File: src/rtl/bcd_counter_n.sv
// bcd_counter_n: N-digit packed-BCD counter with modulo window [MIN_VALUE, MAX_VALUE], load, optional down-count, wrap pulse.
// Ports: clk; i_rst_n async active-low reset; i_en count enable; i_up direction (1 = up);
//        i_load sync load strobe; i_load_value packed-BCD load value; q registered count; o_wrap registered wrap pulse.
// Define BCD_CNT_DOWN_EN to build decrement/down-wrap logic; otherwise i_up is ignored and the counter is up-only.
module bcd_counter_n #(
  parameter int DIGITS = 4,
  parameter logic [4*DIGITS-1:0] INIT_VALUE = '0,
  parameter logic [4*DIGITS-1:0] MIN_VALUE = '0,
  parameter logic [4*DIGITS-1:0] MAX_VALUE = {DIGITS{4'h9}}
) (
  input  logic                  clk,
  input  logic                  i_rst_n,
  input  logic                  i_en,
  input  logic                  i_up,
  input  logic                  i_load,
  input  logic [4*DIGITS-1:0]   i_load_value,
  output logic [4*DIGITS-1:0]   q,
  output logic                  o_wrap
);
  localparam int W = 4*DIGITS;
  function automatic logic bcd_ok(input logic [W-1:0] v);
    bcd_ok = 1'b1;
    for (int i = 0; i < DIGITS; i++) if (v[4*i+:4] > 4'd9) bcd_ok = 1'b0;
  endfunction
  if (DIGITS < 1 || DIGITS > 8 || !bcd_ok(INIT_VALUE) || !bcd_ok(MIN_VALUE) || !bcd_ok(MAX_VALUE) ||
      MIN_VALUE > INIT_VALUE || INIT_VALUE > MAX_VALUE) begin : g_bad_params
    $error("bcd_counter_n: illegal parameters");
  end
  logic [W-1:0] cnt_q, cnt_d, inc, clamp;
  logic wrap_q, wrap_d, c;
  // Full ripple carry: a digit rolls 9->0 only while every lower digit is also rolling.
  always_comb begin
    inc = cnt_q;
    clamp = i_load_value;
    c = 1'b1;
    for (int i = 0; i < DIGITS; i++) begin
      inc[4*i+:4] = c ? (cnt_q[4*i+:4] >= 4'd9 ? 4'd0 : cnt_q[4*i+:4] + 4'd1) : cnt_q[4*i+:4];
      c = c & (cnt_q[4*i+:4] >= 4'd9);
      clamp[4*i+:4] = i_load_value[4*i+:4] > 4'd9 ? 4'd9 : i_load_value[4*i+:4];
    end
  end
`ifdef BCD_CNT_DOWN_EN
  logic [W-1:0] dec;
  logic b;
  always_comb begin
    dec = cnt_q;
    b = 1'b1;
    for (int i = 0; i < DIGITS; i++) begin
      dec[4*i+:4] = b ? (cnt_q[4*i+:4] == 4'd0 ? 4'd9 : cnt_q[4*i+:4] - 4'd1) : cnt_q[4*i+:4];
      b = b & (cnt_q[4*i+:4] == 4'd0);
    end
  end
`else
  logic unused_up;
  assign unused_up = i_up;
`endif
  always_comb begin
    cnt_d = cnt_q;
    wrap_d = 1'b0;
    if (i_load) cnt_d = clamp;
    else if (i_en) begin
`ifdef BCD_CNT_DOWN_EN
      if (!i_up) begin
        wrap_d = cnt_q <= MIN_VALUE;
        cnt_d = wrap_d ? MAX_VALUE : dec;
      end else
`endif
      begin
        wrap_d = cnt_q >= MAX_VALUE;
        cnt_d = wrap_d ? MIN_VALUE : inc;
      end
    end
  end
  always_ff @(posedge clk or negedge i_rst_n) begin
    if (!i_rst_n) begin
      cnt_q <= INIT_VALUE;
      wrap_q <= 1'b0;
    end else begin
      cnt_q <= cnt_d;
      wrap_q <= wrap_d;
    end
  end
  assign q = cnt_q;
  assign o_wrap = wrap_q;
endmodule

File: config.mk
export PLATFORM = sky130hd
export DESIGN_NAME = bcd_counter_n
export DESIGN_NICKNAME = d
export VERILOG_FILES = /design/src/rtl/bcd_counter_n.sv
export SDC_FILE = /design/constraint.sdc
export NUM_CORES = 1
export LEC_CHECK = 0
export CAP_MARGIN = 0
export CORE_MARGIN = 2
export CORE_UTILIZATION = 52
export DETAILED_ROUTE_END_ITERATION = 7
export PLACE_DENSITY = 0.85
export SLEW_MARGIN = 20
export SYNTH_ARGS = -nofsm -noshare
export SYNTH_HDL_FRONTEND = slang
export SYNTH_SLANG_ARGS = --single-unit
File: constraint.sdc
create_clock -name clk -period 5.9 [get_ports clk]
set_clock_uncertainty 0.2 [all_clocks]
set_input_delay 1.475 -clock clk [delete_from_list [all_inputs] [get_ports clk]]
set_output_delay 1.475 -clock clk [all_outputs]
set_load 0.1 [all_outputs]
==> reports/metrics.csv <==
stage,metric,value,unit
clock_tree,Clock Tree Buf Depth,2,
final_layout,share of layout cells above drive strength 1,0.1459,
clock_tree,clock-pin slew on the worst setup and hold paths,0.12,ns
placement,post-DP HPWL,2680,um
pwr,P per Cell Area,534.1,nW/um2
yosys,yosys warns,0,
final_layout,Area Growth Syn to Fin,28.75,%
placement,Worst Setup Slack post-DPL,2.091,ns
detailed_routing,via/cell ratio,6.056,
yosys,Synth area leaders,"dfrtp_1 30%, ha_1 10%, inv_1 4.4%",
yosys,Post-Synthesis Cells,147,
worst_setup_path,CP Depth,1,
worst_setup_path,delay of the slowest critical-path stage,1.19,ns
die,Core ar.,2686,um2
final_layout,Post-layout nets,219,
final_layout,Non-Filler Instances,216,
global_routing,Top Usage Layer GRT,met2,
die,chip width,56.56,um
die,Row Count,19,
sta,Final Hold Viols,0,
yosys,Post-Syn Nets,180,
worst_setup_path,crit path kind,reg -> out,
worst_setup_path,reg2reg end,q[11]$_DFFE_PN0P_,
placement,gpl congestion,0.8153,
global_routing,Overflow after GRT,0,
sta,Slew HR,0.3425,
global_routing,GRT Util Overall,0.2262,
global_routing,largest net degree at the start of global routing,18,
final_layout,Filler Cells Inserted,218,
sta,fmax,269.9,MHz
yosys,#FFs+latches synth,17,
yosys,Synth cell types,53,
worst_setup_path,Crit-path slowest cell,clkdlybuf4s50_1,
final_layout,register area,425.4,um2
worst_setup_path,FF-to-FF Start,q[9]$_DFFE_PN0P_,
global_routing,met1 usage,0.2855,
yosys,area of the mapped netlist,1436,um2
sta,setup TNS,0,ns
worst_setup_path,beginning of the critical path,q[11]$_DFFE_PN0P_,
pwr,Leakage,0.7833,nW
yosys,asr flop ratio synth,1.000,
clock_tree,TritonCTS clock tree,yes,
worst_setup_path,worst reg2reg path depth,7,
min_path,worst hold path type,reg -> reg,
clock_tree,Clock Root Buffer,clkbuf_4,
worst_setup_path,"Req. time, crit path",4.22,ns
detailed_routing,via count,1308,
worst_setup_path,CP Buf/Inv Count,1,
die,die extent in y,56.56,um
detailed_routing,1st-iter DRT viols,26,
global_routing,met3 Track Usage GR,0.02995,
worst_setup_path,crit path DAT,2.03,ns
die,# IOs,38,
final_layout,final instance area,1849,um2
global_routing,vias in the first global route,1335,
clock_tree,post-CTS resize count,0,
clock_tree,Inserted Clock Buffers,3,
worst_setup_path,Setup crit end,q[11],
yosys,cell taking the most area after synthesis,dfrtp_1,
final_layout,Antenna Diode Count,0,
final_layout,area of the multi-input gates,927.1,um2
pwr,overall power,0.9876,mW
worst_setup_path,Crit Path Max Fanout,8,
sta,Final WS setup,2.196,ns
yosys,Synth top area share,0.2962,
clock_tree,clk sinks,17,
worst_setup_path,CP cell instances,clkdlybuf4s50_1,
placement,placed instance area,1823,um2
yosys,"Top FF cell, synth",dfrtp_1,
detailed_routing,Post-DRT Antenna Nets,0,
worst_setup_path,CP endpoint kind,primary output,
worst_setup_path,r2r setup slk,3.40,ns
outcome,outcome,"complete, no violations",
clock_tree,hold_buf cts,0,
run,maxcap violations,0,
die,Starting Density,0.5347,
pwr,Max IR drop VDD,0.0004506,V
clock_tree,post-CTS setup buffers,0,
yosys,Post-synth EDFFs,0,
global_routing,first-pass GRT wire length,5692,um
clock_tree,H-tree levels,1,
final_layout,most frequent cells in the layout,"36 x clkdlybuf4s50_1, 17 x inv_1, 17 x dfrtp_1, 12 x ha_1",
detailed_routing,DRC violations left,0,
sta,period utilization,0.6279,
detailed_routing,Pre-Repair DR Iteration Count,4,
sta,count of final setup violators,0,
detailed_routing,total wire length,3429,um
global_routing,initial antenna violation count,0,
placement,placed cell count,212,
placement,input/output buffers,36,
worst_setup_path,Worst setup SP type,flip-flop,
sta,Final min period,3.704,ns
sta,unrepaired setup endpoints after global routing,no,
sta,Worst Tran Pin Value,0.9832,ns
detailed_routing,Routed wire per std cell,15.88,um
final_layout,"most common cell after layout, fill and taps aside",clkdlybuf4s50_1,
die,Die Area,3198,um2
yosys,synthesized area per cell,9.771,um2
clock_tree,clk_lat worst skew,0.31,ns
worst_setup_path,CP top delay family,buffers and inverters,
yosys,sequential area share after synthesis,0.2962,
global_routing,grt met2 use,0.3738,
sta,Final Max Tran Viols,0,
[layer usage]
layer  part of all wire  routed length, um
met5                  0                  0
met4              0.033                112
met3              0.040                137
met2               0.48               1651
met1               0.45               1528
[metrics by stage]
step / utilization / hold slack [ns]
2_1_floorplan: - / 0.8116
3_3_place_gp: 0.6786 / 0.3997
3_5_place_dp: 0.6786 / 0.4163
4_1_cts: 0.6884 / 0.4391
5_1_grt: 0.6884 / 0.4728
6_report: 0.6884 / 0.4473
[kinds of logic after synthesis]
logic type	count (synthesis)	synth area share
muxes	6	0.04703
DFF	17	0.2962
AOI/OAI and AO/OA	51	0.3031
buffers and inverters	20	0.05836
and+or+nand+nor	41	0.1908
adders and majority gates	12	0.1045
[cells in the mapped netlist (2+ instances only)]
library cell,number
nand2_1,9
nand2b_1,4
a21oi_4,2
o21ai_0,5
a22o_1,2
a32o_1,3
mux2i_1,3
o22ai_1,2
ha_1,12
a221oi_2,2
a211oi_2,2
nand3_1,3
dfrtp_1,17
a22oi_1,3
a21oi_1,9
a32oi_1,3
inv_1,17
o211ai_2,2
nor2_1,5
and2_1,2
o21a_1,2
nor2b_1,6
a31oi_1,2
[final cells by class]
class | instances | share of cell area
timing repair buffer | 37 | 0.1989
tap | 31 | 0.02097
inverter | 17 | 0.03451
sequential | 17 | 0.2300
multi-input combinational | 110 | 0.5014
clock buffer | 4 | 0.01421
[sequential cells by signal, indices dropped and copies added, names as in the netlist]
name    cells
q          16
o_wrap      1
[power breakdown]
group          total, mW  switching (mW)  internal, mW
Combinational      0.690           0.486         0.204
Clock             0.0676          0.0413        0.0264
Sequential         0.230          0.0724         0.157
Total              0.988           0.600         0.388
[tightest hold or removal path: stages (launching register included)]
cell	delay [ns]
dfrtp_1	0.47
inv_1	0.09
a21oi_1	0.06
[worst min path at each step]
stage                            from                end  slack, ns  cells after the start
floorplan           q[15]$_DFFE_PN0P_  q[15]$_DFFE_PN0P_       0.81                      2
global placement     q[0]$_DFFE_PN0P_   q[0]$_DFFE_PN0P_       0.40                      1
detailed placement   q[5]$_DFFE_PN0P_   q[5]$_DFFE_PN0P_       0.42                      1
CTS                  q[5]$_DFFE_PN0P_   q[5]$_DFFE_PN0P_       0.44                      1
global route         q[5]$_DFFE_PN0P_   q[5]$_DFFE_PN0P_       0.47                      1
finish              q[15]$_DFFE_PN0P_  q[15]$_DFFE_PN0P_       0.45                      2
Note: power is estimated with default switching activity, not from simulation.
